<file path="src/rtl/vscale_fwb_arbiter.sv">
// Write-back controller for the 32-entry FP register file.
// Two requesters (LSU load returns, FPU results) share the file's single
// write port. A round-robin arbiter grants at most one transfer per cycle,
// and the winning write is registered onto rf_wen/rf_wa/rf_wd. A per-register
// busy scoreboard tracks writes still outstanding so that issue logic can
// stall on RAW/WAW hazards.
//
//   last_grant | meaning
//   -----------+----------------------------------------------------------
//   GRANT_LSU  | LSU won the most recent transfer; FPU wins the next tie
//   GRANT_FPU  | FPU won the most recent transfer; LSU wins the next tie
//
// Reset leaves last_grant at GRANT_FPU so that the LSU takes the first tie.
module vscale_fwb_arbiter #(
  parameter int XLEN   = 32,
  parameter int ADDR_W = 5
) (
  input  logic                    clk,
  input  logic                    reset_n,

  // Scoreboard set port from the issue stage
  input  logic                    issue_valid,
  input  logic [ADDR_W-1:0]       issue_rd,

  // Operands of the instruction sitting in decode
  input  logic [ADDR_W-1:0]       chk_rs1,
  input  logic [ADDR_W-1:0]       chk_rs2,
  input  logic [ADDR_W-1:0]       chk_rs3,
  input  logic [ADDR_W-1:0]       chk_rd,
  output logic                    hazard,

  // LSU write-back request
  input  logic                    lsu_wb_valid,
  input  logic [ADDR_W-1:0]       lsu_wb_addr,
  input  logic [XLEN-1:0]         lsu_wb_data,
  output logic                    lsu_wb_ready,

  // FPU write-back request
  input  logic                    fpu_wb_valid,
  input  logic [ADDR_W-1:0]       fpu_wb_addr,
  input  logic [XLEN-1:0]         fpu_wb_data,
  output logic                    fpu_wb_ready,

  // Register-file write port
  output logic                    rf_wen,
  output logic [ADDR_W-1:0]       rf_wa,
  output logic [XLEN-1:0]         rf_wd,

  output logic [(2**ADDR_W)-1:0]  busy_vec,
  output logic                    wb_err
);

  localparam int NREG = 2 ** ADDR_W;

  typedef enum logic {
    GRANT_LSU = 1'b0,
    GRANT_FPU = 1'b1
  } grant_e;

  grant_e              r_last_grant;
  logic                r_rf_wen;
  logic [ADDR_W-1:0]   r_rf_wa;
  logic [XLEN-1:0]     r_rf_wd;
  logic [NREG-1:0]     r_busy;
  logic                r_wb_err;

  logic                w_grant_lsu;
  logic                w_grant_fpu;
  logic                w_xfer;
  logic [ADDR_W-1:0]   w_wb_addr;
  logic [XLEN-1:0]     w_wb_data;
  logic                w_addr_busy;
  logic [NREG-1:0]     w_busy_nxt;

  // Round-robin grant: a lone requester always wins; on a tie the source
  // that did not win the previous transfer goes first. Depends only on the
  // valids and last_grant, never on addr/data, so ready carries no data path.
  always_comb begin
    w_grant_lsu = lsu_wb_valid & (~fpu_wb_valid | (r_last_grant == GRANT_FPU));
    w_grant_fpu = fpu_wb_valid & (~lsu_wb_valid | (r_last_grant == GRANT_LSU));
  end

  assign lsu_wb_ready = w_grant_lsu;
  assign fpu_wb_ready = w_grant_fpu;
  assign w_xfer       = w_grant_lsu | w_grant_fpu;

  // Select the winning request's address and data for the output stage.
  always_comb begin
    w_wb_addr = fpu_wb_addr;
    w_wb_data = fpu_wb_data;
    if (w_grant_lsu) begin
      w_wb_addr = lsu_wb_addr;
      w_wb_data = lsu_wb_data;
    end
  end

  assign w_addr_busy = r_busy[w_wb_addr];

  // Scoreboard next state: the file write clears its register, a new issue
  // sets its register, and the set is applied last so it wins a collision.
  always_comb begin
    w_busy_nxt = r_busy;
    if (r_rf_wen) begin
      w_busy_nxt[r_rf_wa] = 1'b0;
    end
    if (issue_valid) begin
      w_busy_nxt[issue_rd] = 1'b1;
    end
  end

  // Arbiter history: only a real transfer moves the round-robin pointer.
  always_ff @(posedge clk or negedge reset_n) begin
    if (!reset_n) begin
      r_last_grant <= GRANT_FPU;
    end else if (w_xfer) begin
      r_last_grant <= w_grant_lsu ? GRANT_LSU : GRANT_FPU;
    end
  end

  // Output stage: one registered write per transfer; address and data hold
  // their last values on idle cycles so the file port does not toggle.
  always_ff @(posedge clk or negedge reset_n) begin
    if (!reset_n) begin
      r_rf_wen <= 1'b0;
      r_rf_wa  <= '0;
      r_rf_wd  <= '0;
    end else begin
      r_rf_wen <= w_xfer;
      if (w_xfer) begin
        r_rf_wa <= w_wb_addr;
        r_rf_wd <= w_wb_data;
      end
    end
  end

  // Busy scoreboard register.
  always_ff @(posedge clk or negedge reset_n) begin
    if (!reset_n) begin
      r_busy <= '0;
    end else begin
      r_busy <= w_busy_nxt;
    end
  end

  // Sticky error: a transfer landed on a register nobody was waiting for.
  // The write itself still goes through; this only flags the inconsistency.
  always_ff @(posedge clk or negedge reset_n) begin
    if (!reset_n) begin
      r_wb_err <= 1'b0;
    end else if (w_xfer && !w_addr_busy) begin
      r_wb_err <= 1'b1;
    end
  end

  assign hazard = r_busy[chk_rs1] | r_busy[chk_rs2] | r_busy[chk_rs3] | r_busy[chk_rd];

  assign rf_wen   = r_rf_wen;
  assign rf_wa    = r_rf_wa;
  assign rf_wd    = r_rf_wd;
  assign busy_vec = r_busy;
  assign wb_err   = r_wb_err;

endmodule

</file>
<file path="config.mk">
export PLATFORM = sky130hd
export DESIGN_NAME = vscale_fwb_arbiter
export DESIGN_NICKNAME = d
export VERILOG_FILES = /design/src/rtl/vscale_fwb_arbiter.sv
export SDC_FILE = /design/constraint.sdc
export NUM_CORES = 1
export LEC_CHECK = 0
export CORE_MARGIN = 5
export CORE_UTILIZATION = 41
export DETAILED_ROUTE_END_ITERATION = 10
export PLACE_DENSITY = 0.81
export SKIP_CTS_REPAIR_TIMING = 1
export SYNTH_ARGS = -nofsm -noshare
export SYNTH_HDL_FRONTEND = slang
export SYNTH_SLANG_ARGS = --single-unit
</file>
<file path="constraint.sdc">
create_clock -name clk -period 2 [get_ports clk]
set_clock_uncertainty 0.15 [all_clocks]
set_input_delay 0.3 -clock clk [delete_from_list [all_inputs] [get_ports clk]]
set_output_delay 0.3 -clock clk [all_outputs]
set_load 0.05 [all_outputs]
</file>
### Word-level counts from Yosys, hierarchy flattened

Index checks and enable logic that the tools add are counted.
W data, S select, Z words.

| word-level totals | value |
|---|---|
| bits in registers | 72 |
| input port bits | 104 |
| output and inout bits | 74 |

| cells by class | value |
|---|---|
| magnitude comparators | 9 |
| mux-type cells | 19 |
| bitwise gates (word level) | 14 |
| reduce and logical (&&, ||, !) cells | 4 |

Operators with widths:

| operator | number |
|---|---|
| $mux W32 | 3 |
| $lt A5 B6 Y1 const B | 7 |
| $and A32 B32 Y32 | 1 |
| $not A32 Y32 | 1 |
| $or A32 B32 Y32 | 1 |
| $bmux W1 S5 | 5 |
| $demux W1 S5 | 2 |
| $ge A5 B1 Y1 const B | 2 |
| $mux W1 | 8 |
| $or A1 B1 Y1 | 6 |
| $mux W5 | 1 |
| $logic_and A1 B1 Y1 | 3 |
| $not A1 Y1 | 3 |
| $and A1 B1 Y1 | 2 |
| $logic_not A1 Y1 | 1 |

### Logic depth before layout (Yosys ltp)

Gate-level depths: netlist of run 1.

| logic depth | value |
|---|---|
| depth in word-level cells | 9 |
| mapped depth | 8 |
| mapped depth without buffers | 7 |

### Worst setup path before layout of run 1

OpenSTA, ideal clock, no wires.

| path | value |
|---|---|
| kind | register to output |
| start point | register r_busy[19] (netlist: busy_vec[19]) |
| end point | output hazard |
| arrival time | 2.338 ns |
| data required time | 1.550 ns |
| path slack | -0.788 ns |
| cell stages (with the launch flop) | 7 |
| path buffers | 0 |
| path through | dfrtp_1 > mux4_2 > nor2b_4 > a211oi_2 > a21oi_1 > a2111oi_2 > nand4_1 |

| on the way | value |
|---|---|
| longest elaborated chain between the ends | 5 |

RTL lines:

| element | line | text |
|---|---|---|
| start, declared | 64 | `logic [NREG-1:0] r_busy;` |
| start signal, assigned | 141 | `r_busy <= w_busy_nxt;` |
| $bmux W1 S5 | 155 | `assign hazard = r_busy[chk_rs1] \| r_busy[chk_rs2] \| r_busy[chk_rs3] \| r_busy[chk_rd];` |
| $mux W1 (implied by the code) | 155 |  |
| $or A1 B1 Y1 (2 in a row) | 155 |  |
| $or A1 B1 Y1 * | 155 |  |
| end, declared | 30 | `output logic hazard,` |

Mark *: on every way between the ends. The rest lies on a longest branch, timed or not. The select of a mux whose other input is x is not followed.

### Worst setup path in the final report of run 1

| path | value |
|---|---|
| start point | register r_busy[17] (netlist: busy_vec[17]) |
| end point | output hazard |

The elaborated chain is that of the path after synthesis.

==> summary.md, run 1 <==
| Metric | Value |
|---|---|
| Initial core utilization | between 40% and 50% |
| Hold Path End | r_last_grant$_DFFE_PN1P_ |
| Post-layout minimum cycle time | 2.83 ns |
| Antenna Nets Post-Route | 0 |
| Final-layout fill cell count | 849 |
| Worst-skew pair later-pin latency | 0.34 ns |
| Yosys top cell by area | dfrtp_1 |
| Post-DP HPWL | 15800 um |
| R2R cell count | 7 |
| Share of the synthesized area in the top cell type | 36.9% |
| Synth Area per Inst | around 9.9 um2 |
| Worst Hold Class | in2reg |
| Setup CP Type | reg2out |
| Slew HR | a little over three fifths |
| #FFs+latches synth | 72 |
| Clk sink count | between 70 and 80 |
| R2R Path End | wb_err$_DFFE_PN0P_ |
| Placed cells | 898 |
| Critical Path Fanout Max | 5 |
| # rows | 39 |
| Maximum buffer depth of the clock tree | 2 |
| Worst hold path cell count | 4 |
| Clk slew on worst S/H paths | 0.06 ns |
| CP endpoint kind | output pin |
| Slew @ Worst Pin | 0.552 ns |
| R2r startpoint | r_last_grant$_DFFE_PN1P_ |
| Area Growth Syn to Fin | 68.1% |
| Synthesized instance count | around 490 |
| PortBufs | 177 |
| Most frequent cells in the layout | buf_4 (169), clkdlybuf4s50_1 (116), o21ai_0 (76) |
| Vias | 5615 |
| Non-Filler Instances | 926 |
| R2R setup slack | -0.16 ns |
| IR Drop Worst-Case VDD | roughly 0.00094 V |
| Starting DRT DRC Count | between 500 and 600 |
| Total wire length | 20800 um |
| Peak Freq | between 300 and 400 MHz |
| CTS tree | built |
| Die Span Y | 118 um |
| Number of vias per cell | 6.06 |
| Final Cycle Share | 142% |
| Failing checks | setup timing |
| Final setup viols | 3 |
| DR DRC count | 0 |
| Initial antenna violation count | 1 |
| GRT Util Overall | 29.0% |
| Avg WL per Cell | 22.5 um |
| Fin. Hold Viols | 0 |
| Cell Pwr Density | 1240 nW/um2 |
| Total number of yosys warnings | 0 |
| Post-Syn Area | 4810 um2 |
| GPL Wtd Cong | ~1.0 |
| Slew Viols, Final | 0 |
| Leakage | between 3 and 4 nW |
| Crit path launch type | flop |
| Post-synthesis sequential area ratio | 37.5% |
| Largest net degree at the start of global routing | 44 |
| Commonest non-fill, non-tap cell in the layout | buf_4 |
| Synth top area cells | dfrtp_1 (37%), mux4_2 (15%), o21ai_0 (8.1%), nor2_1 (4.5%), mux2i_1 (4.4%) |
| Num CTS Buffers | 9 |
| Status | complete, but fails checks |
| Required time worst endpoint | roughly 1.6 ns |
| Vias in the first global route | 5855 |
| CP arrival | 2.38 ns |
| H-tree levels | 3 |
| Post-synthesis cell type count | 51 |
| Fraction of layout cells with a size suffix above 1 | a little over a third |
| Pwr Total | 0.0100 W |
| Post-Route Setup TNS | -1.04 ns |
| Die area | 14000 um2 |
| First-pass GRT wire length | 32200 um |
| HP Start | lsu_wb_valid |
| Register Area | 1830 um2 |
| Max cap viols | 0 |
| GRT overflow | 0 |
| DR pass1 iterations | 5 |
| Die X-Extent | 118 um |
| Final Net Count | 881 |
| Unrepaired setup endpoints after global routing | yes |
| Worst Slack Setup Final | -0.835 ns |
| Syn nets | 589 |
| CTS root buffer | clkbuf_16 |
| Area occupied by multi-input gates | 2860 um2 |
| # IOs | approximately 180 |
| Core ar. | between 10000 and 15000 um2 |
## where the power goes
part	switching, W	leakage (nW)	internal [W]
Combinational	0.00298	2.48	0.00252
Clock	0.000658	0.169	0.00126
Sequential	0.000740	0.800	0.00189
## final cells by class
type,count,share of cell area [%]
Timing Repair Buffer,314,34.9
Inverter,7,0.480
Clock buffer,10,2.95
Tap cell,143,2.21
Antenna cell,1,0.0309
Clock inverter,6,1.42
Multi-Input combinational cell,373,35.3
Sequential cell,72,22.6
## cells by family (layout without fill, tap and decap cells)
family	count (synthesis)	in the layout	synth area share, %
buffers and inverters	40	337	4.13
muxes	63	63	23.0
DFF	72	72	37.5
AOI/OAI and AO/OA	155	155	18.4
other	0	1	0
and+or+nand+nor	155	155	17.0
## routing by layer
layer  up-vias  GRT usage, %  wire (um)
met5         -             0          0
met4         0          14.3        951
met3        80          6.64       1650
met2       337          48.2      10300
met1      2748          35.6       7920
li1       2450             -          -
## sequential cells by signal, summed over array words and instances (netlist names)
register,cells
rf_wen,1
r_last_grant,1
wb_err,1
rf_wd,32
busy_vec,32
rf_wa,5
## worst max-delay path by stage
stage	startpoint	to	slack (ns)	depth (start not counted)
6_report	busy_vec[17]$_DFF_PN0_	hazard	-0.83	7
5_1_grt	busy_vec[29]$_DFF_PN0_	hazard	-0.92	7
4_1_cts	chk_rd[0]	hazard	-0.96	9
3_5_place_dp	chk_rd[0]	hazard	-0.95	9
3_3_place_gp	chk_rd[0]	hazard	-0.88	9
2_1_floorplan	busy_vec[29]$_DFF_PN0_	hazard	-0.59	6
## cell usage after synthesis (all sizes together)
cell / number
mux4: 36
mux2: 6
nor4bb: 1
nand2b: 12
dfstp: 1
inv: 7
nand3: 11
nor3b: 3
a2111oi: 2
o21ai: 78
a31oi: 5
mux2i: 21
a311oi: 1
clkbuf: 21
or3: 3
nand2: 22
nor3: 5
o32ai: 2
or3b: 5
o22ai: 21
a221oi: 1
o21a: 1
a21oi: 30
o311ai: 1
nand4: 6
nor2: 58
a21boi: 1
a32oi: 2
and4b: 3
nand3b: 14
and3: 5
buf: 12
a41o: 1
a211oi: 6
dfrtp: 71
nor2b: 2
a21o: 2
a41oi: 1
nand4b: 2
and2: 2
and4: 1
## per-stage QoR
stage	instance area, um2	hold WS [ns]	utilization [%]	setup WS, ns
floorplan	4860	-0.146	-	-0.588
global placement	7530	0.146	65.6	-0.881
detailed placement	7530	0.154	65.6	-0.947
CTS	7880	-0.212	68.7	-0.956
global route	8090	0.301	70.5	-0.921
finish	8090	0.261	70.5	-0.835
## worst max-delay path, cell delays in order, from the launching register on
cell and delay, ns:
dfrtp_2 0.46, mux4_2 0.47, nor2b_4 0.14, a211oi_2 0.18, a21oi_2 0.08, a2111oi_4 0.36
nand4_1 0.17, buf_6 0.18
Note: power is estimated with default switching activity, not from simulation.
==> run 2: changes to the inputs <==
Settings changed: CORE_MARGIN 5 to 2, GPL_ROUTABILITY_DRIVEN from default to 0.
==> run 2 against run 1 <==
  * The run still ends with setup timing left
  * First-iteration DRC count up 46%
  * Utilization about the same
  * Clock power down 15%
  * Critical path type is now in2out
==> summary.md, run 2 (synthesized netlist as in run 1, its figures left out) <==
| Metric | Value |
|---|---|
| Unrepaired setup endpoints after global routing | yes |
| Fin. Hold Viols | 0 |
| IR Drop Worst-Case VDD | about 0.00097 V |
| Placed cells | 895 |
| Post-Route Setup TNS | -1.09 ns |
| Post-layout minimum cycle time | 2.94 ns |
| Starting DRT DRC Count | 755 |
| Clk sink count | 72 |
| Setup CP Type | in2out |
| Num CTS Buffers | 9 |
| Final Cycle Share | 147% |
| Number of vias per cell | 6.25 |
| Max cap viols | 0 |
| Avg WL per Cell | 21.6 um |
| Die X-Extent | between 100 and 150 um |
| Antenna Nets Post-Route | 0 |
| Post-DP HPWL | 14300 um |
| Initial antenna violation count | 0 |
| PortBufs | 177 |
| Most frequent cells in the layout | buf_4 (162), clkdlybuf4s50_1 (122), o21ai_0 (76) |
| GRT overflow | 0 |
| Non-Filler Instances | 923 |
| Die area | 12600 um2 |
| Slew HR | 63.6% |
| DR pass1 iterations | 5 |
| Die Span Y | 112 um |
| Vias in the first global route | 5777 |
| Core ar. | 11400 um2 |
| DR DRC count | 0 |
| Vias | 5767 |
| R2R cell count | 6 |
| Leakage | 3.40 nW |
| # rows | 39 |
| Required time worst endpoint | 1.55 ns |
| Peak Freq | ~340 MHz |
| First-pass GRT wire length | 30200 um |
| Worst Slack Setup Final | -0.940 ns |
| Failing checks | setup timing |
| Slew Viols, Final | 0 |
| H-tree levels | 3 |
| Critical Path Fanout Max | 9 |
| Crit path launch type | primary input |
| Status | complete, but fails checks |
| Commonest non-fill, non-tap cell in the layout | buf_4 |
| Worst hold path cell count | 2 |
| Final Net Count | 879 |
| Worst Hold Class | reg2reg |
| Antenna cell count | 0 |
| Cell Pwr Density | 1210 nW/um2 |
| Fraction of layout cells with a size suffix above 1 | approximately 36% |
| CP endpoint kind | output pin |
| Final setup viols | 2 |
| Slew @ Worst Pin | 0.546 ns |
| Post-layout util | 70.5% |
| Area Growth Syn to Fin | 67.2% |
| CTS tree | built |
| Initial core utilization | between 40% and 50% |
| Total wire length | 19900 um |
| Largest net degree at the start of global routing | 73 |
| CP arrival | 2.49 ns |
| Worst-skew pair later-pin latency | 0.34 ns |
| GRT Util Overall | 30.2% |
| # IOs | between 150 and 200 |
| CTS root buffer | clkbuf_16 |
| Clk slew on worst S/H paths | 0.06 ns |
| Maximum buffer depth of the clock tree | 2 |
## run 2: final timing paths
path,from,to,slack [ns]
min,rf_wd[14]$_DFFE_PN0P_,rf_wd[14]$_DFFE_PN0P_,0.38
min reg2reg,rf_wd[14]$_DFFE_PN0P_,rf_wd[14]$_DFFE_PN0P_,0.38
max in group asynchronous,reset_n,busy_vec[10]$_DFF_PN0_,0.96
max reg2reg,busy_vec[25]$_DFF_PN0_,wb_err$_DFFE_PN0P_,-0.15
min in group asynchronous,reset_n,rf_wd[13]$_DFFE_PN0P_,0.39
max,chk_rs1[0],hazard,-0.94
## run 2: area by class of cell
| cell class | instances | area (um2) |
|---|---|---|
| well taps | 143 | 179 |
| inverters | 7 | 38.8 |
| repair buffers | 312 | 2810 |
| flip-flops and latches | 72 | 1830 |
| clock inverters | 7 | 71.3 |
| clock buffers | 9 | 225 |
| fillers | 799 | 3370 |
| multi-input cells | 373 | 2890 |
## run 2: worst max-delay path: stages
cell and delay [ns]:
clkdlybuf4s50_1 0.48, buf_6 0.16, mux4_2 0.51, a32oi_1 0.28, nand4_1 0.14, a311oi_2 0.25
nand4_1 0.17, buf_6 0.19
## run 2: report_power, final
group	switching [W]	internal (W)
Combinational	0.00301	0.00250
Sequential	0.000729	0.00189
Clock	0.000667	0.000965
## run 2: routing by layer
layer	wire length, um	vias up	part of all wire (%)	global-route usage, %
met2	9780	463	49	50.3
li1	-	2442	-	-
met1	7260	2765	36	37.9
met3	1970	97	9.9	6.80
met5	0	-	0	0
met4	886	0	4.5	13.2
## run 2: metrics by stage
step,area (um2),setup WS (ns),power (W),hold slack [ns]
floorplan,4860,-0.588,0.00519,-0.146
global placement,7490,-0.927,0.00765,0.204
detailed placement,7490,-0.937,0.00782,0.213
CTS,7780,-0.952,0.00946,-0.154
global route,8050,-1.01,0.0101,0.397
finish,8050,-0.940,0.00976,0.379
==> run 3: changes to the inputs <==
Settings changed: PLACE_DENSITY 0.81 to default, PLACE_DENSITY_LB_ADDON from default to 0.25.
==> run 3 against run 2 <==
  * The flow still finishes with violations (setup timing)
  * Fmax grew 2.5%
  * Final area grew 1.2%
  * Final cell count grew 0.43%
  * Utilization grew 0.87 points
  * Sequential cell count is the same
  * First-iteration DRC count shrank 26%
  * Critical path type is now reg2out
  * Critical endpoint unchanged
  * Largest cell class is now non-clock buffers
==> summary.md, run 3 (synthesized netlist as in run 1, its figures left out) <==
| Metric | Value |
|---|---|
| Status | complete, but fails checks |
| Failing checks | setup timing |
| Die Span Y | 112 um |
| Slew @ Worst Pin | between 0.5 and 0.6 ns |
| Initial core utilization | 42.2% |
| Sw power | 0.00437 W |
| Worst-skew pair later-pin latency | 0.34 ns |
| Slew HR | 61.5% |
| Leakage | 3.45 nW |
| CTS root buffer | clkbuf_16 |
| Final Cycle Share | 143% |
| Clock power frac | 18.1% |
| CTS tree | built |
| Critical Path Fanout Max | 3 |
| Post-DP HPWL | ~14000 um |
| Core ar. | approximately 11000 um2 |
| Most frequent cells in the layout | buf_4 (163), clkdlybuf4s50_1 (123), o21ai_0 (76) |
| Vias in the first global route | 5686 |
| Final setup viols | 3 |
| Antenna Nets Post-Route | 0 |
| R2r startpoint | r_last_grant$_DFFE_PN1P_ |
| Antenna cell count | 0 |
| Required time worst endpoint | 1.55 ns |
| IR Drop Worst-Case VDD | 0.00102 V |
| CP arrival | 2.42 ns |
| Placed cells | 895 |
| Area occupied by multi-input gates | 2880 um2 |
| Post-layout minimum cycle time | between 2 and 3 ns |
| Final Net Count | 883 |
| Number of vias per cell | 6.04 |
| Slew Viols, Final | 0 |
| GRT overflow | 0 |
| Fraction of layout cells with a size suffix above 1 | between 30% and 40% |
| Non-Filler Instances | 927 |
| Worst Slack Setup Final | -0.869 ns |
| Vias | 5602 |
| Max cap viols | 0 |
| GR Util met3 | 6.16% |
| Internal | 0.00559 W |
| Die area | 12600 um2 |
| Clk slew on worst S/H paths | 0.06 ns |
| R2R cell count | 7 |
| Crit path launch type | flop |
| Setup CP Type | reg2out |
| CP endpoint kind | output pin |
| GR Util met2 | approximately half |
| Flop pwr share | 26.3% |
| Initial antenna violation count | 0 |
| Die X-Extent | 112 um |
| GR Util met1 | roughly 38% |
| Logic pwr share | a little under three fifths |
| Post-layout util | 71.4% |
| Num CTS Buffers | 9 |
| PortBufs | 177 |
| Peak Freq | roughly 350 MHz |
| Avg WL per Cell | ~21 um |
| Starting DRT DRC Count | 562 |
| Maximum buffer depth of the clock tree | 2 |
| Total wire length | 19300 um |
| DR pass1 iterations | 5 |
| # rows | 39 |
| Switching share of power | a little over two fifths |
| Global route hottest layer | met2 |
| H-tree levels | 3 |
| Cell Pwr Density | 1220 nW/um2 |
| Register Area | 1830 um2 |
| First-pass GRT wire length | roughly 30000 um |
| Clk sink count | 72 |
| # IOs | 178 |
| Commonest non-fill, non-tap cell in the layout | buf_4 |
| Area Growth Syn to Fin | 69.3% |
| Unrepaired setup endpoints after global routing | yes |
| Worst Hold Class | in2reg |
| Final-layout fill cell count | 833 |
| GRT Util Overall | between 20 and 30% |
| Fin. Hold Viols | 0 |
| Critical Path Source | busy_vec[18]$_DFF_PN0_ |
| DR DRC count | 0 |
| HP Start | fpu_wb_valid |
| Worst hold path cell count | 3 |
| Largest net degree at the start of global routing | 33 |
## run 3: path summary, 6_finish.rpt
| path | to | slack (ns) |
|---|---|---|
| hold / removal | r_last_grant$_DFFE_PN1P_ | 0.30 |
| min in group asynchronous | busy_vec[31]$_DFF_PN0_ | 0.32 |
| setup reg to reg | wb_err$_DFFE_PN0P_ | -0.28 |
| max in group asynchronous | r_last_grant$_DFFE_PN1P_ | 0.80 |
| hold reg to reg | rf_wd[14]$_DFFE_PN0P_ | 0.37 |
| setup / recovery | hazard | -0.87 |
## run 3: final cells by class
type,instances,share of cell area (%)
Clock buffer,10,2.93
Clock inverter,6,1.11
Inverter,7,0.476
Multi-Input combinational cell,373,35.3
Sequential cell,72,22.4
Tap cell,143,2.20
Timing Repair Buffer,316,35.5
## run 3: worst max-delay path: stages, from the launching register on
cell and delay [ns]:
dfrtp_2 0.45, mux4_2 0.48, nor2b_4 0.14, a211oi_2 0.23, a21oi_2 0.07, a2111oi_2 0.37
nand4_1 0.16, buf_6 0.18
## run 3: metrics by stage
stage	instance area, um2	setup TNS (ns)	hold slack (ns)	power (W)	setup slack, ns
final	8150	-1.28	0.298	0.00996	-0.869
after global placement	7540	-2.36	0.140	0.00773	-0.907
after detailed placement	7540	-2.97	0.152	0.00784	-0.968
after global routing	8150	-1.52	0.288	0.0103	-0.971
after floorplan	4860	-0.588	-0.146	0.00519	-0.588
after CTS	7870	-1.70	-0.210	0.00967	-0.981
## run 3: metal layers
layer	share of wire [%]	vias to the layer above	routed length, um
met5	0	-	0
met4	5.3	0	1020
met3	8.4	93	1610
met2	48	364	9230
met1	39	2695	7450
li1	-	2450	-
## run 3: power by group through the flow
stage          clock network (W)  registers [W]  logic [W]
2_1_floorplan                  0        0.00373    0.00146
3_3_place_gp                   0        0.00257    0.00517
3_5_place_dp                   0        0.00259    0.00525
4_1_cts                  0.00181        0.00257    0.00530
5_1_grt                  0.00188        0.00263    0.00576
6_report                 0.00180        0.00262    0.00554
